==> config.mk <==
export PLATFORM = sky130hd
export DESIGN_NAME = if_id_fifo_flat
export DESIGN_NICKNAME = d
export VERILOG_FILES = /design/src/rtl/if_id_fifo_if.sv /design/src/rtl/if_id_fifo.sv /design/src/flat_wrapper.sv
export SDC_FILE = /design/constraint.sdc
export NUM_CORES = 1
export LEC_CHECK = 0
export ABC_AREA = 1
export BUFFER_PORTS_ARGS = -buffer_cell sky130_fd_sc_hd__buf_2
export CAP_MARGIN = 10
export CORE_AREA = 3 3 132 134
export DETAILED_ROUTE_END_ITERATION = 10
export DIE_AREA = 0 0 135 137
export GPL_ROUTABILITY_DRIVEN = 1
export PLACE_DENSITY = 0.57
export REMOVE_ABC_BUFFERS = 1
export SLEW_MARGIN = 30
export SYNTH_ARGS = -nofsm -noshare
export SYNTH_HDL_FRONTEND = slang
export SYNTH_SLANG_ARGS = --single-unit
==> constraint.sdc <==
create_clock -name clk -period 15.7 [get_ports clk]
set_input_delay 3.14 -clock clk [delete_from_list [all_inputs] [get_ports clk]]
set_output_delay 3.14 -clock clk [all_outputs]
set_load 0.05 [all_outputs]
==> src/rtl/if_id_fifo_if.sv <==
// if_id_fifo_if: fetch/decode handshake bundle for the IF->ID instruction queue.
//   Fetch side : in_valid, in_pc, in_inst, in_flags -> queue; fetch_stall <- queue
//   Decode side: out_valid, out_pc, out_inst, out_flags <- queue; out_ready -> queue
//   Control    : flush -> queue; count <- queue (PTR_W+1 bits)
// The queue uses modport slave; the surrounding pipeline (or a bench) uses master.
interface if_id_fifo_if #(
  parameter int PTR_W = 1
);
  logic             in_valid;
  logic [31:0]      in_pc;
  logic [31:0]      in_inst;
  logic [4:0]       in_flags;
  logic             fetch_stall;
  logic             out_valid;
  logic [31:0]      out_pc;
  logic [31:0]      out_inst;
  logic [4:0]       out_flags;
  logic             out_ready;
  logic             flush;
  logic [PTR_W:0]   count;

  modport slave (
    input  in_valid, in_pc, in_inst, in_flags, out_ready, flush,
    output fetch_stall, out_valid, out_pc, out_inst, out_flags, count
  );

  modport master (
    output in_valid, in_pc, in_inst, in_flags, out_ready, flush,
    input  fetch_stall, out_valid, out_pc, out_inst, out_flags, count
  );
endinterface

==> src/rtl/if_id_fifo.sv <==
// if_id_fifo: DEPTH-entry instruction queue between fetch and decode.
//   clk   - rising-edge clock
//   reset - synchronous, active-high; empties the queue
//   f     - if_id_fifo_if.slave: fetch push (in_*), stall back to fetch,
//           decode head (out_*) with out_ready pop, flush, occupancy count
// Each entry is {pc, inst, flags} (69 bits). The head is a combinational read of
// the storage and is zeroed while empty. A full queue stalls fetch, which drops
// and re-fetches; entries are never overwritten.
module if_id_fifo #(
  parameter int DEPTH = 2,
  parameter int PTR_W = 1
) (
  input  logic        clk,
  input  logic        reset,
  if_id_fifo_if.slave f
);
  typedef struct packed {
    logic [31:0] pc;
    logic [31:0] inst;
    logic [4:0]  flags;
  } entry_t;

  localparam logic [PTR_W:0]   FULL_CNT = (PTR_W+1)'(DEPTH);
  localparam logic [PTR_W-1:0] PTR_ONE  = PTR_W'(1);
  localparam logic [PTR_W:0]   CNT_ONE  = (PTR_W+1)'(1);

  entry_t           mem_q [DEPTH];
  logic [PTR_W-1:0] wr_ptr_q, wr_ptr_d;
  logic [PTR_W-1:0] rd_ptr_q, rd_ptr_d;
  logic [PTR_W:0]   cnt_q, cnt_d;
  logic             nonempty, push, pop, stall;
  entry_t           head;

  assign nonempty = (cnt_q != '0);

  // Stall depends only on occupancy and out_ready, never on in_valid, so there
  // is no combinational loop back through fetch. A same-cycle pop frees the slot.
  assign stall = (cnt_q == FULL_CNT) && !f.out_ready;

  // pc==0 with no flags is a bubble/squash; a flagged pc 0 still carries an
  // exception to decode and must be kept.
  assign push = f.in_valid && ((f.in_pc != '0) || (f.in_flags != '0)) && !stall && !f.flush;
  assign pop  = nonempty && f.out_ready && !f.flush;

  assign head          = nonempty ? mem_q[rd_ptr_q] : '0;
  assign f.out_valid   = nonempty;
  assign f.out_pc      = head.pc;
  assign f.out_inst    = head.inst;
  assign f.out_flags   = head.flags;
  assign f.fetch_stall = stall;
  assign f.count       = cnt_q;

  always_comb begin
    wr_ptr_d = wr_ptr_q;
    rd_ptr_d = rd_ptr_q;
    cnt_d    = cnt_q;
    if (f.flush) begin
      wr_ptr_d = '0;
      rd_ptr_d = '0;
      cnt_d    = '0;
    end else begin
      if (push) wr_ptr_d = wr_ptr_q + PTR_ONE;
      if (pop)  rd_ptr_d = rd_ptr_q + PTR_ONE;
      case ({push, pop})
        2'b10:   cnt_d = cnt_q + CNT_ONE;
        2'b01:   cnt_d = cnt_q - CNT_ONE;
        default: cnt_d = cnt_q;
      endcase
    end
  end

  always_ff @(posedge clk) begin
    if (reset) begin
      wr_ptr_q <= '0;
      rd_ptr_q <= '0;
      cnt_q    <= '0;
    end else begin
      wr_ptr_q <= wr_ptr_d;
      rd_ptr_q <= rd_ptr_d;
      cnt_q    <= cnt_d;
    end
  end

  // Storage is not reset; the output gate hides stale contents while empty.
  always_ff @(posedge clk) begin
    if (push && !reset) mem_q[wr_ptr_q] <= '{pc: f.in_pc, inst: f.in_inst, flags: f.in_flags};
  end
endmodule

==> src/flat_wrapper.sv <==
// flat-port wrapper written by rule: the top's interface ports become plain ports
module if_id_fifo_flat 
#(
  parameter int DEPTH = 2,
  parameter int PTR_W = 1
)
  (clk, reset, f_in_valid, f_in_pc, f_in_inst, f_in_flags, f_out_ready, f_flush, f_fetch_stall, f_out_valid, f_out_pc, f_out_inst, f_out_flags, f_count);
  if_id_fifo_if #(.PTR_W(PTR_W)) f_i ();
  input  logic clk;
  input  logic reset;
  input wire logic [$bits(f_i.in_valid)-1:0] f_in_valid;
  input wire logic [$bits(f_i.in_pc)-1:0] f_in_pc;
  input wire logic [$bits(f_i.in_inst)-1:0] f_in_inst;
  input wire logic [$bits(f_i.in_flags)-1:0] f_in_flags;
  input wire logic [$bits(f_i.out_ready)-1:0] f_out_ready;
  input wire logic [$bits(f_i.flush)-1:0] f_flush;
  output wire logic [$bits(f_i.fetch_stall)-1:0] f_fetch_stall;
  output wire logic [$bits(f_i.out_valid)-1:0] f_out_valid;
  output wire logic [$bits(f_i.out_pc)-1:0] f_out_pc;
  output wire logic [$bits(f_i.out_inst)-1:0] f_out_inst;
  output wire logic [$bits(f_i.out_flags)-1:0] f_out_flags;
  output wire logic [$bits(f_i.count)-1:0] f_count;
  assign f_i.in_valid = f_in_valid;
  assign f_i.in_pc = f_in_pc;
  assign f_i.in_inst = f_in_inst;
  assign f_i.in_flags = f_in_flags;
  assign f_i.out_ready = f_out_ready;
  assign f_i.flush = f_flush;
  assign f_fetch_stall = f_i.fetch_stall;
  assign f_out_valid = f_i.out_valid;
  assign f_out_pc = f_i.out_pc;
  assign f_out_inst = f_i.out_inst;
  assign f_out_flags = f_i.out_flags;
  assign f_count = f_i.count;
  if_id_fifo #(.DEPTH(DEPTH), .PTR_W(PTR_W)) u_core (.clk(clk), .reset(reset), .f(f_i));
endmodule
==> summary by stage <==
Layout
The final design area excluding fillers is 0.00712 mm2. Of the cells placed in the final design, the portion with a size suffix greater than 1 is 0.302. The most common library cell in the layout ignoring fill and taps is nand2_1. The antenna diode count is 0.

The net count of the finished layout is 676. In the layout the commonest cells are nand2_1 (157), buf_2 (146), edfxtp_1 (138). From synthesis to final layout, the design area changed by 28.1%.

Worst setup path
At the worst endpoint, the required time is 12.56 ns. The kind of launch point of the worst setup path is a primary input. The setup path with the least slack is of type primary input to output pin. The data arrival time of the critical path is 3.70 ns. The worst setup path is captured at an output pin. The maximum fanout encountered on the critical timing path is 2.

Logic synthesis
The number of distinct library cell variants in the gate-level netlist after synthesis is 20. The mean instance size in the synthesized netlist is 12.3 um2. The flip-flop and latch count after synthesis is 143. For this run, the number of Yosys warnings is 0. Synthesis produced a netlist whose cell count is 452.

Of the synthesized area, sequential elements account for 0.764. The area of the mapped netlist is 0.00556 mm2.

Drt
The total vias in the final route is 3769. The post-detailed-route DRC marker count is 0. The routed wire length is 12.6 mm.

The via density per instance is 4.52. In this run the remaining antenna-violating nets after routing total 0. The initial DRC count is 240. In the final routed layout, each cell accounts on average for 15.2 um. The detailed-routing iteration count for the pre-antenna-repair pass is 4.

Power and ir drop
In this run the power spent charging and discharging nets is 184 uW. The switching power share of the total is 0.207. The total power after layout is 887 uW. The combinational power share is 0.058. Of the total power, the clock network draws 0.460. Summed over all cells, the static leakage comes to 2.85 nW.

Power spread over the standard cell area amounts to 125 mW/mm2. The internal power consumption is 703 uW. IR analysis of the VDD net gives a maximum drop of 0.0697 mV. The proportion of power drawn by flip-flops and latches is 0.482.

Floorplanning
The area of the core is 0.0164 mm2. The effective utilization at floorplan is 0.339. The die is 135 um wide. The die covers 0.0185 mm2. The standard-cell row count is 47.

The vertical extent of the die is 137 um. 147 I/O pins were placed.

Worst hold path
The path class of the tightest hold or removal check is flip-flop to flip-flop.

STA
The maximum achievable frequency is 146 MHz. For the final routed database, the setup TNS stands at 0 ns. The final setup violation count is 0. For the pin with the worst max-slew slack, the measured transition is 0.870 ns. In the finished design, the share of the clock period the worst path needs comes to 0.436.

The worst slew margin relative to its limit is 0.418. The max-slew violation total from the final report is 0. Setup repair after global routing left no endpoint under its margin. The time the worst path needs with I/O delays and setup is 6.84 ns. The number of failing hold endpoints at the final stage was 0.

Clock skew on the completed layout was measured at 0.00596 ns.

GRT
The residual overflow from global routing is 0. The fraction of met3 tracks used by global routing is 0.0445. The wire length of the first global-routing pass is 19.8 mm. For this run, the total global-route usage over all layers was measured as 0.140. For this run, global-route usage on met1 was measured as 0.167. After global routing, the most crowded layer is met2.

Entering global routing, the biggest net connects 70 pins. The met2 track demand over resource in global routing is 0.236. The via count of the first global-routing pass is 3905.

The number of antenna violations at the first check in global routing is 0.

Clock network
The cts-stage hold buffer count is 0. The TritonCTS clock tree is built. The setup fix buffers added after clock tree synthesis is 0.

Counting every sink on the clock net gives 143. The number of buffers created by CTS is 17. The insertion delay of the later-clocked pin in the worst-skew pair is 0.41 ns. The number of H-tree levels is 4. Gates resized during post-CTS repair numbered 0.

The tree is rooted in a clkbuf_16. The maximum clock insertion buffer count is 2. Clock-pin slew was measured on the worst setup and hold paths at 0.06 ns.

Placement
The congestion estimate from routability-driven global placement came to 0.802. After detailed placement, the total cell area comes to 0.00651 mm2. The detailed-placement wirelength estimate is 8.04 mm. The number of buffers added on ports is 146.

Outcome
The flow ran to the end, and the final reports show no timing, DRC or antenna violations.

Job
The reported max-cap violation count is 0.
Yosys cell counts (all sizes together):
| master | n | area share |
|---|---|---|
| nor2 | 35 | 0.025 |
| a21oi | 72 | 0.065 |
| clkbuf | 3 | 0.0020 |
| or2 | 1 | 0.0011 |
| nor3 | 2 | 0.0018 |
| nand3 | 3 | 0.0036 |
| edfxtp | 138 | 0.75 |
| dfxtp | 5 | 0.018 |
| inv | 14 | 0.0095 |
| ha | 1 | 0.0023 |
| o21ai | 1 | 0.00090 |
| buf | 19 | 0.017 |
| nor4 | 1 | 0.0011 |
| nand2 | 157 | 0.11 |
power groups by stage:
stage	Clock, mW	Sequential [mW]	Combinational [mW]
6_report	0.408	0.428	0.0515
5_1_grt	0.438	0.428	0.0565
4_1_cts	0.418	0.428	0.0525
3_5_place_dp	0	0.435	0.0524
3_3_place_gp	0	0.435	0.0512
2_1_floorplan	0	0.437	0.0286
worst paths after layout:
| check | start | endpoint | slack [ns] | cells past startpoint |
|---|---|---|---|---|
| setup / recovery | f_out_ready | f_fetch_stall | 8.86 | 5 |
| setup reg to reg | u_core.f.count[0]$_SDFFE_PP0P_ | u_core.mem_q[1][42]$_DFFE_PP_ | 12.99 | 7 |
| hold reg to reg | u_core.rd_ptr_q$_SDFFE_PP0P_ | flip-flop | 0.47 | 2 |
| hold / removal | u_core.rd_ptr_q$_SDFFE_PP0P_ | flip-flop | 0.47 | 2 |
logic make-up (layout without fill, tap and decap cells):
group	count (synthesis)	in the layout	share of synthesized area
adders and majority gates	1	1	0.00225
and+or+nand+nor	199	199	0.139
AOI/OAI and AO/OA	73	73	0.0658
buffers and inverters	36	197	0.0288
DFF	143	143	0.764
per-layer routing:
metal	vias to the layer above	wire length [um]
met3	21	836
met1	1775	5210
met5	-	0
li1	1864	-
met2	109	6310
met4	0	283
per-stage QoR:
| stage | utilization | hold slack, ns | cells | worst slack, ns |
|---|---|---|---|---|
| finish | 0.434 | 0.471 | 833 | 8.86 |
| global placement | 0.397 | 0.455 | 802 | 8.86 |
| detailed placement | 0.397 | 0.462 | 802 | 8.86 |
| CTS | 0.434 | 0.469 | 833 | 8.85 |
| global route | 0.434 | 0.511 | 833 | 8.81 |
| floorplan | - | 0.447 | 430 | 5.12 |
worst max-delay path, stage by stage:
cell and delay (ns):
buf_2 0.11, nor2_1 0.09, nand2_1 0.07, inv_1 0.05, buf_2 0.25
registers in the layout, summed over array words and instances (netlist names), named ones only:
register and flops:
u_core.mem_q 138, u_core.f.count 2, u_core.rd_ptr_q 1, u_core.wr_ptr_q 1
area by class of cell:
type | instances | area [um2]
timing repair buffer | 152 | 776
clock buffer | 19 | 433
inverter | 14 | 52.6
sequential | 143 | 4250
clock inverter | 12 | 169
multi-input combinational | 273 | 1160
tap | 220 | 275
fill | 1529 | 9290
Power figures use the tool's default switching activity.
